$ cat src/rtl/cnn_pkg.sv
//------------------------------------------------------------------------------
// Module   : cnn_pkg
// Purpose  : Shared definitions for the convolution-layer memory subsystem:
//            word/address widths, memory-client index assignments and the
//            arbiter state encoding.
// Contents : DATA_SZ, ADDR_SZ, NREQ_DEF, REQ_LOAD/REQ_PREV/REQ_WRITE,
//            arb_state_t
// Revision : 1.0 - initial release
//------------------------------------------------------------------------------
`default_nettype none

package cnn_pkg;

  localparam int DATA_SZ  = 16;
  localparam int ADDR_SZ  = 16;
  localparam int NREQ_DEF = 3;

  // Memory-client slots on the shared feature/weight RAM port
  localparam int REQ_LOAD  = 0;  // image/filter loader
  localparam int REQ_PREV  = 1;  // previous-partial-sum loader
  localparam int REQ_WRITE = 2;  // result writer

  typedef enum logic [0:0] {
    ST_IDLE  = 1'b0,
    ST_OWNED = 1'b1
  } arb_state_t;

endpackage

`default_nettype wire

$ cat src/rtl/rr_pick.sv
//------------------------------------------------------------------------------
// Module   : rr_pick
// Purpose  : Combinational round-robin search. Scans the request vector
//            starting one slot after the last winner and wrapping, and
//            returns the first requester found.
// Ports    : i_req   - request vector
//            i_last  - index of the previous winner
//            o_pick  - one-hot winner (zero when nothing requests)
//            o_idx   - binary index of the winner
//            o_found - a winner exists
// Revision : 1.0 - initial release
//------------------------------------------------------------------------------
`default_nettype none

module rr_pick #(
  parameter int NREQ = 3,
  parameter int IDXW = (NREQ > 1) ? $clog2(NREQ) : 1
) (
  input  logic [NREQ-1:0] i_req,
  input  logic [IDXW-1:0] i_last,
  output logic [NREQ-1:0] o_pick,
  output logic [IDXW-1:0] o_idx,
  output logic            o_found
);

  // Offsets 1..NREQ from the last winner; the last winner itself is visited
  // at offset NREQ, so it only wins when nobody else is asking.
  always_comb begin : p_search
    int w_cand;
    w_cand  = 0;
    o_pick  = '0;
    o_idx   = '0;
    o_found = 1'b0;
    for (int k = 1; k <= NREQ; k++) begin
      w_cand = (int'(i_last) + k) % NREQ;
      if (!o_found && i_req[w_cand]) begin
        o_found        = 1'b1;
        o_pick[w_cand] = 1'b1;
        o_idx          = IDXW'(w_cand);
      end
    end
  end

endmodule

`default_nettype wire

$ cat src/rtl/mem_port_arbiter.sv
//------------------------------------------------------------------------------
// Module   : mem_port_arbiter
// Purpose  : Shares the single-port feature/weight RAM between the
//            convolution layer's memory clients. Round-robin arbitration
//            with an optional lock for multi-word bursts; one word moves per
//            granted cycle.
// Ports    : clk, reset       - clock, asynchronous active-high reset
//            req/lock/we      - per-requester request, burst lock, write flag
//            addr/wdata       - flattened per-requester address / write data
//            gnt              - one-hot registered grant
//            rvalid/rdata     - one-hot read-return tag, shared read data
//            mem_en/mem_we    - RAM strobe / write enable
//            mem_addr/wdata   - RAM address / write data
//            mem_rdata        - RAM read data (1-cycle latency)
//            busy             - a grant is held
// Revision : 1.0 - initial release
//------------------------------------------------------------------------------
`default_nettype none

module mem_port_arbiter #(
  parameter int NREQ    = cnn_pkg::NREQ_DEF,
  parameter int DATA_SZ = cnn_pkg::DATA_SZ,
  parameter int ADDR_SZ = cnn_pkg::ADDR_SZ
) (
  input  logic                    clk,
  input  logic                    reset,
  input  logic [NREQ-1:0]         req,
  input  logic [NREQ-1:0]         lock,
  input  logic [NREQ-1:0]         we,
  input  logic [NREQ*ADDR_SZ-1:0] addr,
  input  logic [NREQ*DATA_SZ-1:0] wdata,
  output logic [NREQ-1:0]         gnt,
  output logic [NREQ-1:0]         rvalid,
  output logic [DATA_SZ-1:0]      rdata,
  output logic                    mem_en,
  output logic                    mem_we,
  output logic [ADDR_SZ-1:0]      mem_addr,
  output logic [DATA_SZ-1:0]      mem_wdata,
  input  logic [DATA_SZ-1:0]      mem_rdata,
  output logic                    busy
);

  import cnn_pkg::*;

  localparam int IDXW = (NREQ > 1) ? $clog2(NREQ) : 1;

  arb_state_t       r_state;
  logic [IDXW-1:0]  r_owner;
  logic [IDXW-1:0]  r_last;
  logic [NREQ-1:0]  r_gnt;
  logic [NREQ-1:0]  r_rvalid;
  logic             r_busy;

  logic [NREQ-1:0]  w_pick;
  logic [IDXW-1:0]  w_pick_idx;
  logic             w_found;
  logic             w_own_req;
  logic             w_own_lock;
  logic             w_own_we;
  logic             w_owned;
  logic             w_release;
  logic             w_xfer;

  assign w_owned    = (r_state == ST_OWNED);
  assign w_own_req  = req[r_owner];
  assign w_own_lock = lock[r_owner];
  assign w_own_we   = we[r_owner];

  // Lock alone never holds the port: a dropped req releases even under lock.
  assign w_release  = !w_owned || !w_own_req || !w_own_lock;

  // A granted requester only moves a word while it still asserts req.
  assign w_xfer     = w_owned && w_own_req;

  rr_pick #(
    .NREQ (NREQ),
    .IDXW (IDXW)
  ) u_rr_pick (
    .i_req   (req),
    .i_last  (r_last),
    .o_pick  (w_pick),
    .o_idx   (w_pick_idx),
    .o_found (w_found)
  );

  always_ff @(posedge clk or posedge reset) begin
    if (reset) begin
      r_state  <= ST_IDLE;
      r_owner  <= '0;
      r_last   <= IDXW'(NREQ - 1);
      r_gnt    <= '0;
      r_busy   <= 1'b0;
      r_rvalid <= '0;
    end else begin
      // Read-return tag follows the transfer by one cycle regardless of
      // where the grant moves next.
      r_rvalid <= (w_xfer && !w_own_we) ? r_gnt : '0;

      if (w_release) begin
        if (w_found) begin
          r_state <= ST_OWNED;
          r_owner <= w_pick_idx;
          r_last  <= w_pick_idx;
          r_gnt   <= w_pick;
          r_busy  <= 1'b1;
        end else begin
          r_state <= ST_IDLE;
          r_gnt   <= '0;
          r_busy  <= 1'b0;
        end
      end
    end
  end

  assign gnt       = r_gnt;
  assign rvalid    = r_rvalid;
  assign busy      = r_busy;

  assign mem_en    = w_xfer;
  assign mem_we    = w_xfer && w_own_we;
  assign mem_addr  = w_xfer ? addr[r_owner*ADDR_SZ +: ADDR_SZ]  : '0;
  assign mem_wdata = w_xfer ? wdata[r_owner*DATA_SZ +: DATA_SZ] : '0;

  // Data is a pass-through of the RAM; zeroed when no return is tagged.
  assign rdata     = (|r_rvalid) ? mem_rdata : '0;

  a_gnt_onehot: assert property (@(posedge clk) disable iff (reset)
    $onehot0(gnt));

  a_en_needs_gnt: assert property (@(posedge clk) disable iff (reset)
    mem_en |-> (gnt != '0));

endmodule

`default_nettype wire

$ cat config.mk
export PLATFORM = sky130hd
export DESIGN_NAME = mem_port_arbiter
export DESIGN_NICKNAME = d
export VERILOG_FILES = /design/src/rtl/cnn_pkg.sv /design/src/rtl/rr_pick.sv /design/src/rtl/mem_port_arbiter.sv
export SDC_FILE = /design/constraint.sdc
export NUM_CORES = 1
export LEC_CHECK = 0
export ABC_AREA = 1
export BUFFER_PORTS_ARGS = -buffer_cell sky130_fd_sc_hd__buf_2
export CAP_MARGIN = 15
export CORE_ASPECT_RATIO = 1.2
export CORE_MARGIN = 10
export CORE_UTILIZATION = 40
export CTS_BUF_LIST = sky130_fd_sc_hd__clkbuf_8
export DETAILED_ROUTE_END_ITERATION = 10
export PLACE_DENSITY = 0.9
export SLEW_MARGIN = 20
export SYNTH_ARGS = -nofsm -noshare
export SYNTH_HDL_FRONTEND = slang
export SYNTH_SLANG_ARGS = --single-unit
export TNS_END_PERCENT = 10
$ cat constraint.sdc
create_clock -name clk -period 4 [get_ports clk]
set_input_delay 0.6 -clock clk [delete_from_list [all_inputs] [get_ports clk]]
set_output_delay 0.6 -clock clk [all_outputs]
set_load 0.02 [all_outputs]
==> results.txt, run 1 <==
----------------------------------------------------
[Route]
  Total detailed-routing wirelength ... about 8300 microns
  Post-DRT Antenna Nets ... 0
  First-pass detailed-route iteration total ... 6
  Routed wire per std cell ... around 16 microns
  Via Count ... about 2600
  Number of violations reported at the end of detailed-routing iteration 0 ... 124
  DRC violation count after routing ... 0
  Avg Vias per Cell ... 5.06

[Timing]
  Top achievable clock speed ... 347 MHz
  Slew at the pin closest to its max-slew limit ... ~0.87 ns
  Relative slew slack ... between 40% and 50%
  Portion of the clock cycle consumed by the worst path in the final layout ... 72.0%
  RSZ-0062 raised after global routing ... no
  Clock Skews ... slightly below 0.003 ns
  Setup TNS ... 0 ns
  Endpoints failing hold ... 0
  Final min period ... 2.88 ns
  Max Slew Vio Count ... 0
  Worst hold slack ... 0.325 ns
  Number of endpoints failing setup at the final stage ... 0

[Global routing]
  Antenna violations before repair ... 2
  First-pass GRT wire length ... 12600 microns
  Largest net degree at the start of global routing ... 38
  Final global-route overflow total ... 0
  Number of global-route vias before repair ... 2500
  Total routing usage reported by global routing ... around 20%

[Synth]
  Synthesized net count ... 421
  Number of flip-flops and latches in the synthesized netlist ... 10
  Seq/Total Area, Yosys ... between 10% and 20%
  Cell accounting for the most synthesized area ... a2bb2oi_1
  Share of the synthesized area in the top cell type ... ~16%
  Netlist area before placement ... between 1500 and 2000 sq um
  Post-synthesis area per instance ... ~6.1 sq um
  Number of distinct library cells after synthesis ... 28
  Ys Warns ... 0
  Instance count of the mapped netlist ... slightly below 300
  Largest cells by area after synthesis ... a2bb2oi_1 (16%), nor2_1 (13%), dfrtp_1 (13%)

[Outcome]
  Outcome ... complete, no violations

[Place]
  Number of cells in the design after placement ... ~500
  Placer congestion estimate ... about 1.0
  Post-detail-place hpwl ... about 7000 microns
  IO buf count ... roughly 180
  Area after DPL ... between 2000 and 3000 sq um

[Die]
  Full die area ... ~7500 sq um
  Chip width ... 80.9 microns
  Row cnt ... 26
  I/O pin cnt ... 180
  Core region area ... 4290 sq um
  Die Height ... about 93 microns
  Initial Utilization ... approximately two fifths

[Clock tree]
  Count of cells resized by post-cts repair ... 0
  Maximum buffer depth of the clock tree ... 2
  Number of buffers inserted by post-CTS setup repair ... 0
  Number of hold buffers added after cts ... 0
  CTS H-tree lvls ... 1
  Clk sinks ... 10
  Clock latency at the later pin of the worst-skew pair ... 0.24 ns
  TritonCTS clock tree ... yes
  Number of clock buffers inserted by TritonCTS ... 3
  CTS root buffer ... clkbuf_8
  Clk pin slew, worst setup/hold paths ... about 0.050 ns

[Power]
  Leakage power total ... between 1.5 and 2 nW
  Switching power total ... between 1 and 1.5 mW
  Power per unit of standard cell area ... 809 nW/um^2
  Worst vdd rail ir drop ... between 300 and 400 uV
  Switching fraction of total power ... 59.9%
  Part of the total power dissipated in the clock network ... 5.9%
  Seq pwr share ... 8.9%
  Combinational Power Share ... a little under nine tenths
  Internal power contribution ... slightly below 900 uW

[Final layout]
  Fraction of layout instances using a drive strength above 1 ... 49.6%
  Post-layout nets ... 588
  Top library cells by usage in the layout, fill and taps aside ... buf_2 (179), nor2_1 (62), nand2_1 (39), o21ai_0 (34), a2bb2oi_1 (33)
  Post-layout instance count excluding filler cells ... slightly above 500
  Cell area after layout ... 2710 sq um
  Leading cell type in the layout, fill and taps excluded ... buf_2
  Area growth from synthesis to layout ... 52.0%

[Setup path]
  Register-to-Register Setup Slack ... 1.63 ns
  Highest fanout seen on the critical path ... 34
  Endpoint of the most critical register-to-register path ... r_owner[1]$_DFFE_PP0P_
  Endpoint kind of the worst setup timing path ... primary output
  Data arrival time of the worst path ... ~2.3 ns
  Launching point of the worst reg2reg path ... r_owner[0]$_DFFE_PP0P_
  Cell depth of the worst flop-to-flop path ... 11
  Startpoint type of the worst setup path ... register
  Crit Path Category ... reg2out
  Data required, critical path ... 3.40 ns

[Run]
  Max-cap violations ... 0

[Worst hold path]
  Worst Hold Class ... in2async

----------------------------------------------------
## cell usage after synthesis (all sizes together)
library cell and count:
clkinv 1, nand3b 2, dfrtp 9, inv 34, nor3 2, a2bb2oi 33
o21ai 38, nor2 87, nand2 46, buf 8, nand3 18, ha 4
dfstp 1, a31oi 1, clkbuf 10
## logic make-up after synthesis
group / Yosys count / synth area share (%)
AOI/OAI and AO/OA: 72 / 27.9
adders and majority gates: 4 / 2.81
buffers and inverters: 53 / 13.5
DFF: 10 / 14.1
and+or+nand+nor: 155 / 41.6
## power groups by stage
stage	clock network (mW)	registers [mW]	logic [mW]
finish	0.130	0.195	1.86
global placement	0	0.195	1.83
global route	0.136	0.201	2.05
CTS	0.131	0.196	1.87
floorplan	0	0.204	1.43
detailed placement	0	0.197	1.86
## flip-flops by register name (all words and copies together), names as in the netlist
| name | cells |
|---|---|
| busy | 1 |
| gnt | 3 |
| rvalid | 3 |
| r_last | 1 |
| r_owner | 2 |
## routing by layer
metal  up-vias  wire length, microns  track usage [%]
li1       1298                     -                -
met1      1137                  2970             22.3
met2       161                  4140             37.1
met3        20                   981             6.13
met4         2                   209             5.49
met5         -                    13                0
## stage by stage
step	total power [mW]	worst slack [ns]	util [%]
2_1_floorplan	1.63	1.99	-
3_3_place_gp	2.02	1.42	61.7
3_5_place_dp	2.06	1.37	61.7
4_1_cts	2.19	1.10	62.9
5_1_grt	2.39	0.938	63.0
6_report	2.19	1.12	63.0
## how the worst max path moves through the flow
stage	from	endpoint	slack, ns
2_1_floorplan	req[1]	mem_wdata[10]	1.99
3_3_place_gp	r_owner[0]$_DFFE_PP0P_	mem_en	1.42
3_5_place_dp	r_owner[0]$_DFFE_PP0P_	mem_en	1.37
4_1_cts	r_owner[0]$_DFFE_PP0P_	mem_en	1.10
5_1_grt	r_owner[0]$_DFFE_PP0P_	mem_en	0.94
6_report	r_owner[0]$_DFFE_PP0P_	mem_en	1.12
## layout make-up
cell class | count | area (sq um)
antenna | 1 | 2.50
clock buffer | 4 | 55.1
fill | 389 | 1590
inverter | 35 | 135
multi-input combinational | 231 | 1290
sequential | 10 | 251
tap | 56 | 70.1
timing repair buffer | 180 | 903
## critical path, cell delays in order, from the launching register on
cell and delay, ns:
dfrtp_1 0.65, buf_4 0.35, nand2_1 0.10, nand3_2 0.08, nand2_2 0.09, nand2_4 0.38
clkinv_2 0.18, buf_2 0.20
Power figures use the tool's default switching activity.
==> inputs of run 2 (changes only) <==
ABC_AREA = 0   (was 1)
CORE_UTILIZATION = 33   (was 40)
PLACE_DENSITY = 0.81   (was 0.9)
clock period = 2.5 ns   (was 4 ns; I/O delays follow)
==> run 2 against run 1 <==
  * Clock skew decreased by 0.0027 ns
  * Routed wire length decreased by 8.6%
  * Non-clock buffer count increased by 8
  * Die area increased by 11%
  * Synthesized cell count decreased by 17%
  * Sequential power increased by 39%
  * Area after synthesis decreased by 5.1%
  * Core utilization decreased by 8.7 points
  * Combinational power increased by 24%
  * Via count decreased by 9.4%
  * Setup slack got worse by 0.97 ns
  * Worst hold slack got worse by 0.21 ns
  * Critical path type unchanged
==> results.txt, run 2 <==
----------------------------------------------------
[Worst hold path]
  Worst Hold Class ... in2async (unchanged)

[Global routing]
  Most Used Layer, Global Route ... met2 (unchanged)
  Largest net degree at the start of global routing ... 23 (was 38)
  Final global-route overflow total ... 0 (unchanged)
  First-pass GRT wire length ... 12100 microns (was 12600 microns)
  GRT met2 Usage ... 32.2% (was 37.1%)
  Met1 global-route usage ... 17.7% (was 22.3%)
  Number of global-route vias before repair ... 2403 (was 2500)
  Total routing usage reported by global routing ... 16.9% (was 20.5%)
  Met3 Track Usage GR ... 3.82% (was 6.13%)
  Antenna violations before repair ... 0 (was 2)

[Synth]
  Post-synthesis area per instance ... 6.89 sq um (was 6.05 sq um)
  Number of flip-flops and latches in the synthesized netlist ... 10 (unchanged)
  Synthesized net count ... 372 (was 421)
  Post-synth EDFFs ... 0 (unchanged)
  Instance count of the mapped netlist ... 245 (was 294)
  Most frequent cell after synthesis ... nor2_1 (unchanged)
  Commonest register cell after synthesis ... dfrtp_1 (unchanged)
  Largest cells by area after synthesis ... mux2i_1 (23%), nor2_1 (15%), dfrtp_1 (13%) (was a2bb2oi_1 (16%), nor2_1 (13%), dfrtp_1 (13%))
  Share of the synthesized area in the top cell type ... 22.5% (was 16.2%)
  Cell accounting for the most synthesized area ... mux2i_1 (was a2bb2oi_1)
  Async SR Flop Fraction ... 100% (unchanged)
  Ys Warns ... 0 (unchanged)
  Netlist area before placement ... 1690 sq um (was 1780 sq um)
  Most instantiated cells after synthesis ... nor2_1 (69), mux2i_1 (38), a21oi_1 (35), nor2b_1 (17), dfrtp_1 (9) (was nor2_1 (62), nand2_1 (39), o21ai_0 (34), a2bb2oi_1 (33), inv_1 (28))
  Seq/Total Area, Yosys ... 14.9% (was 14.1%)
  Number of distinct library cells after synthesis ... 37 (was 28)

[Timing]
  Setup TNS ... 0 ns (unchanged)
  Worst hold slack ... 0.112 ns (was 0.325 ns)
  Number of endpoints failing setup at the final stage ... 0 (unchanged)
  Clock Skews ... 0.000229 ns (was 0.00297 ns)
  Relative slew slack ... 73.6% (was 41.9%)
  Portion of the clock cycle consumed by the worst path in the final layout ... 94.1%
  Max Slew Vio Count ... 0 (unchanged)
  RSZ-0062 raised after global routing ... no (unchanged)
  Slew at the pin closest to its max-slew limit ... 0.395 ns (was 0.867 ns)
  Final min period ... roughly 2.4 ns
  Top achievable clock speed ... between 400 and 500 MHz
  Endpoints failing hold ... 0 (unchanged)

[Final layout]
  Total inserted antenna cells ... 0 (was 1)
  Area growth from synthesis to layout ... 58.8% (was 52.0%)
  Multi-input combinational cell area ... 1320 sq um (was 1290 sq um)
  Cell area after layout ... 2680 sq um (was 2710 sq um)
  Leading cell type in the layout, fill and taps excluded ... buf_2 (unchanged)
  Fraction of layout instances using a drive strength above 1 ... 48.3% (was 49.6%)
  Seq. cell area ... 253 sq um (was 251 sq um)
  Layout Utilization ... 54.3% (was 63.0%)
  Post-layout nets ... 546 (was 588)
  Total of fill cells in the finished design ... 475 (was 389)
  Top library cells by usage in the layout, fill and taps aside ... buf_2 (179), nor2_1 (69), mux2i_1 (38), a21oi_1 (35), nor2b_1 (17) (was buf_2 (179), nor2_1 (62), nand2_1 (39), o21ai_0 (34), a2bb2oi_1 (33))

[Clock tree]
  CTS H-tree lvls ... 1 (unchanged)
  Number of hold buffers added after cts ... 0 (unchanged)
  TritonCTS clock tree ... yes (unchanged)
  CTS root buffer ... clkbuf_8 (unchanged)
  Number of clock buffers inserted by TritonCTS ... 3 (unchanged)
  Clock latency at the later pin of the worst-skew pair ... 0.24 ns (about the same)
  Maximum buffer depth of the clock tree ... 2 (unchanged)
  Clk sinks ... 10 (unchanged)
  Clk pin slew, worst setup/hold paths ... 0.05 ns (about the same)

[Route]
  DRC violation count after routing ... 0 (unchanged)
  Total detailed-routing wirelength ... 7600 microns (was 8320 microns)
  First-pass detailed-route iteration total ... 4 (was 6)
  Post-DRT Antenna Nets ... 0 (unchanged)
  Routed wire per std cell ... 15.9 microns (was 16.1 microns)
  Avg Vias per Cell ... 4.96 (was 5.06)
  Number of violations reported at the end of detailed-routing iteration 0 ... 67 (was 124)
  Via Count ... 2371 (was 2618)

[Power]
  Power per unit of standard cell area ... 1030 nW/um^2 (was 809 nW/um^2)
  Leakage power total ... 1.55 nW (was 1.66 nW)
  Worst vdd rail ir drop ... 482 uV (was 377 uV)

[Setup path]
  Startpoint type of the worst setup path ... register (unchanged)
  Endpoint kind of the worst setup timing path ... primary output (unchanged)
  Crit-path cells ... buf_6, buf_4, mux2i_1, nor2_1, a21oi_1, nor2_1, buf_2 (was buf_4, nand2_1, nand3_2, nand2_2, nand2_4, clkinv_2, buf_2)
  CP peak stage delay ... 0.46 ns (was 0.65 ns)
  Data required, critical path ... 2.12 ns (was 3.40 ns)
  Crit Path Category ... reg2out (unchanged)
  Register-to-Register Setup Slack ... 0.33 ns (was 1.63 ns)
  Crit-path slowest cell ... dfrtp_2 (was dfrtp_1)
  Capture point of the critical path ... mem_addr[15] (was mem_en)
  Data arrival time of the worst path ... 1.98 ns (was 2.28 ns)
  Endpoint of the most critical register-to-register path ... r_owner[1]$_DFFE_PP0P_ (unchanged)
  Crit. Startpoint ... r_owner[0]$_DFFE_PP0P_ (unchanged)
  Cell depth of the worst flop-to-flop path ... 7 (was 11)
  Buffers and inverters on the worst path ... 3 (unchanged)
  Worst path most repeated cell ... nor2_1
  Largest delay contributor family on the critical path ... buffers and inverters (unchanged)
  Logic depth of the worst path, buffers included ... 7 (unchanged)
  Highest fanout seen on the critical path ... 20 (was 34)
  Launching point of the worst reg2reg path ... r_last[1]$_DFFE_PP1P_ (was r_owner[0]$_DFFE_PP0P_)

[Place]
  Area after DPL ... 2630 sq um (was 2650 sq um)
  Placer congestion estimate ... 0.851 (was 1.00)
  IO buf count ... 179 (unchanged)
  Post-detail-place hpwl ... 6470 microns (was 7040 microns)

[Die]
  Chip width ... 85.3 microns (was 80.9 microns)
  I/O pin cnt ... 180 (unchanged)
  Initial Utilization ... 34.2% (was 41.4%)
  Die Height ... 98.3 microns (was 93.1 microns)
  Row cnt ... 28 (was 26)
  Core region area ... 4940 sq um (was 4290 sq um)
  Full die area ... 8390 sq um (was 7530 sq um)

[Run]
  Max-cap violations ... 0 (unchanged)

[Outcome]
  Outcome ... complete, no violations (unchanged)

----------------------------------------------------
[run 2: timing repair]
action / in CTS / in global routing
setup endpoints to repair: 0 / 24
hold endpoints to repair: 0 / 0
setup buffers: 0 / 0
resized for setup: 0 / 2
[run 2: metal layers]
layer  vias to the layer above  share of wire (%)
met5                         -                  0
met4                         0                1.8
met3                        14                8.4
met2                       116                 54
met1                      1059                 36
li1                       1182                  -
[run 2: worst min-delay path by stage]
stage / to / slack, ns / from / cells past startpoint
floorplan: busy$_DFFE_PP0N_ / 0.21 / reset / 1
global placement: gnt[1]$_DFFE_PP0N_ / 0.36 / reset / 2
detailed placement: gnt[1]$_DFFE_PP0N_ / 0.38 / reset / 2
CTS: gnt[1]$_DFFE_PP0N_ / 0.12 / reset / 2
global route: rvalid[2]$_DFF_PP0_ / 0.15 / reset / 2
finish: rvalid[0]$_DFF_PP0_ / 0.11 / reset / 2
[run 2: where the power goes]
| group | internal [mW] | switching [mW] |
|---|---|---|
| combinational | 0.903 | 1.40 |
| sequential | 0.221 | 0.0514 |
| clock | 0.107 | 0.0637 |
[run 2: stage by stage]
| stage | cells | power, mW | setup WS (ns) |
|---|---|---|---|
| finish | 478 | 2.75 | 0.147 |
| CTS | 478 | 2.76 | 0.0385 |
| global route | 478 | 3.01 | 0.00312 |
| floorplan | 245 | 1.93 | 0.0682 |
| global placement | 474 | 2.54 | 0.349 |
| detailed placement | 474 | 2.58 | 0.292 |
[run 2: layout make-up]
cell class	count	area share [%]
Tap cell	60	2.80
Multi-Input combinational cell	211	49.2
Clock buffer	3	1.54
Clock inverter	1	0.140
Inverter	5	0.700
Sequential cell	10	9.43
Timing Repair Buffer	188	36.2
[run 2: logic make-up after synthesis]
family | Yosys count | synth area share, %
simple gates | 112 | 31.6
compound gates | 56 | 20.1
mux | 39 | 23.2
buf+inv | 24 | 7.26
flops | 10 | 14.9
fa+ha+maj | 4 | 2.97
[run 2: worst register-to-register path, delay by kind of cell, from the launching register on]
| kind | cells | cell delay (ns) |
|---|---|---|
| fa+ha+maj | 1 | 0.28 |
| flops | 1 | 0.55 |
| buf+inv | 1 | 0.06 |
| compound gates | 4 | 0.83 |
| simple gates | 1 | 0.38 |
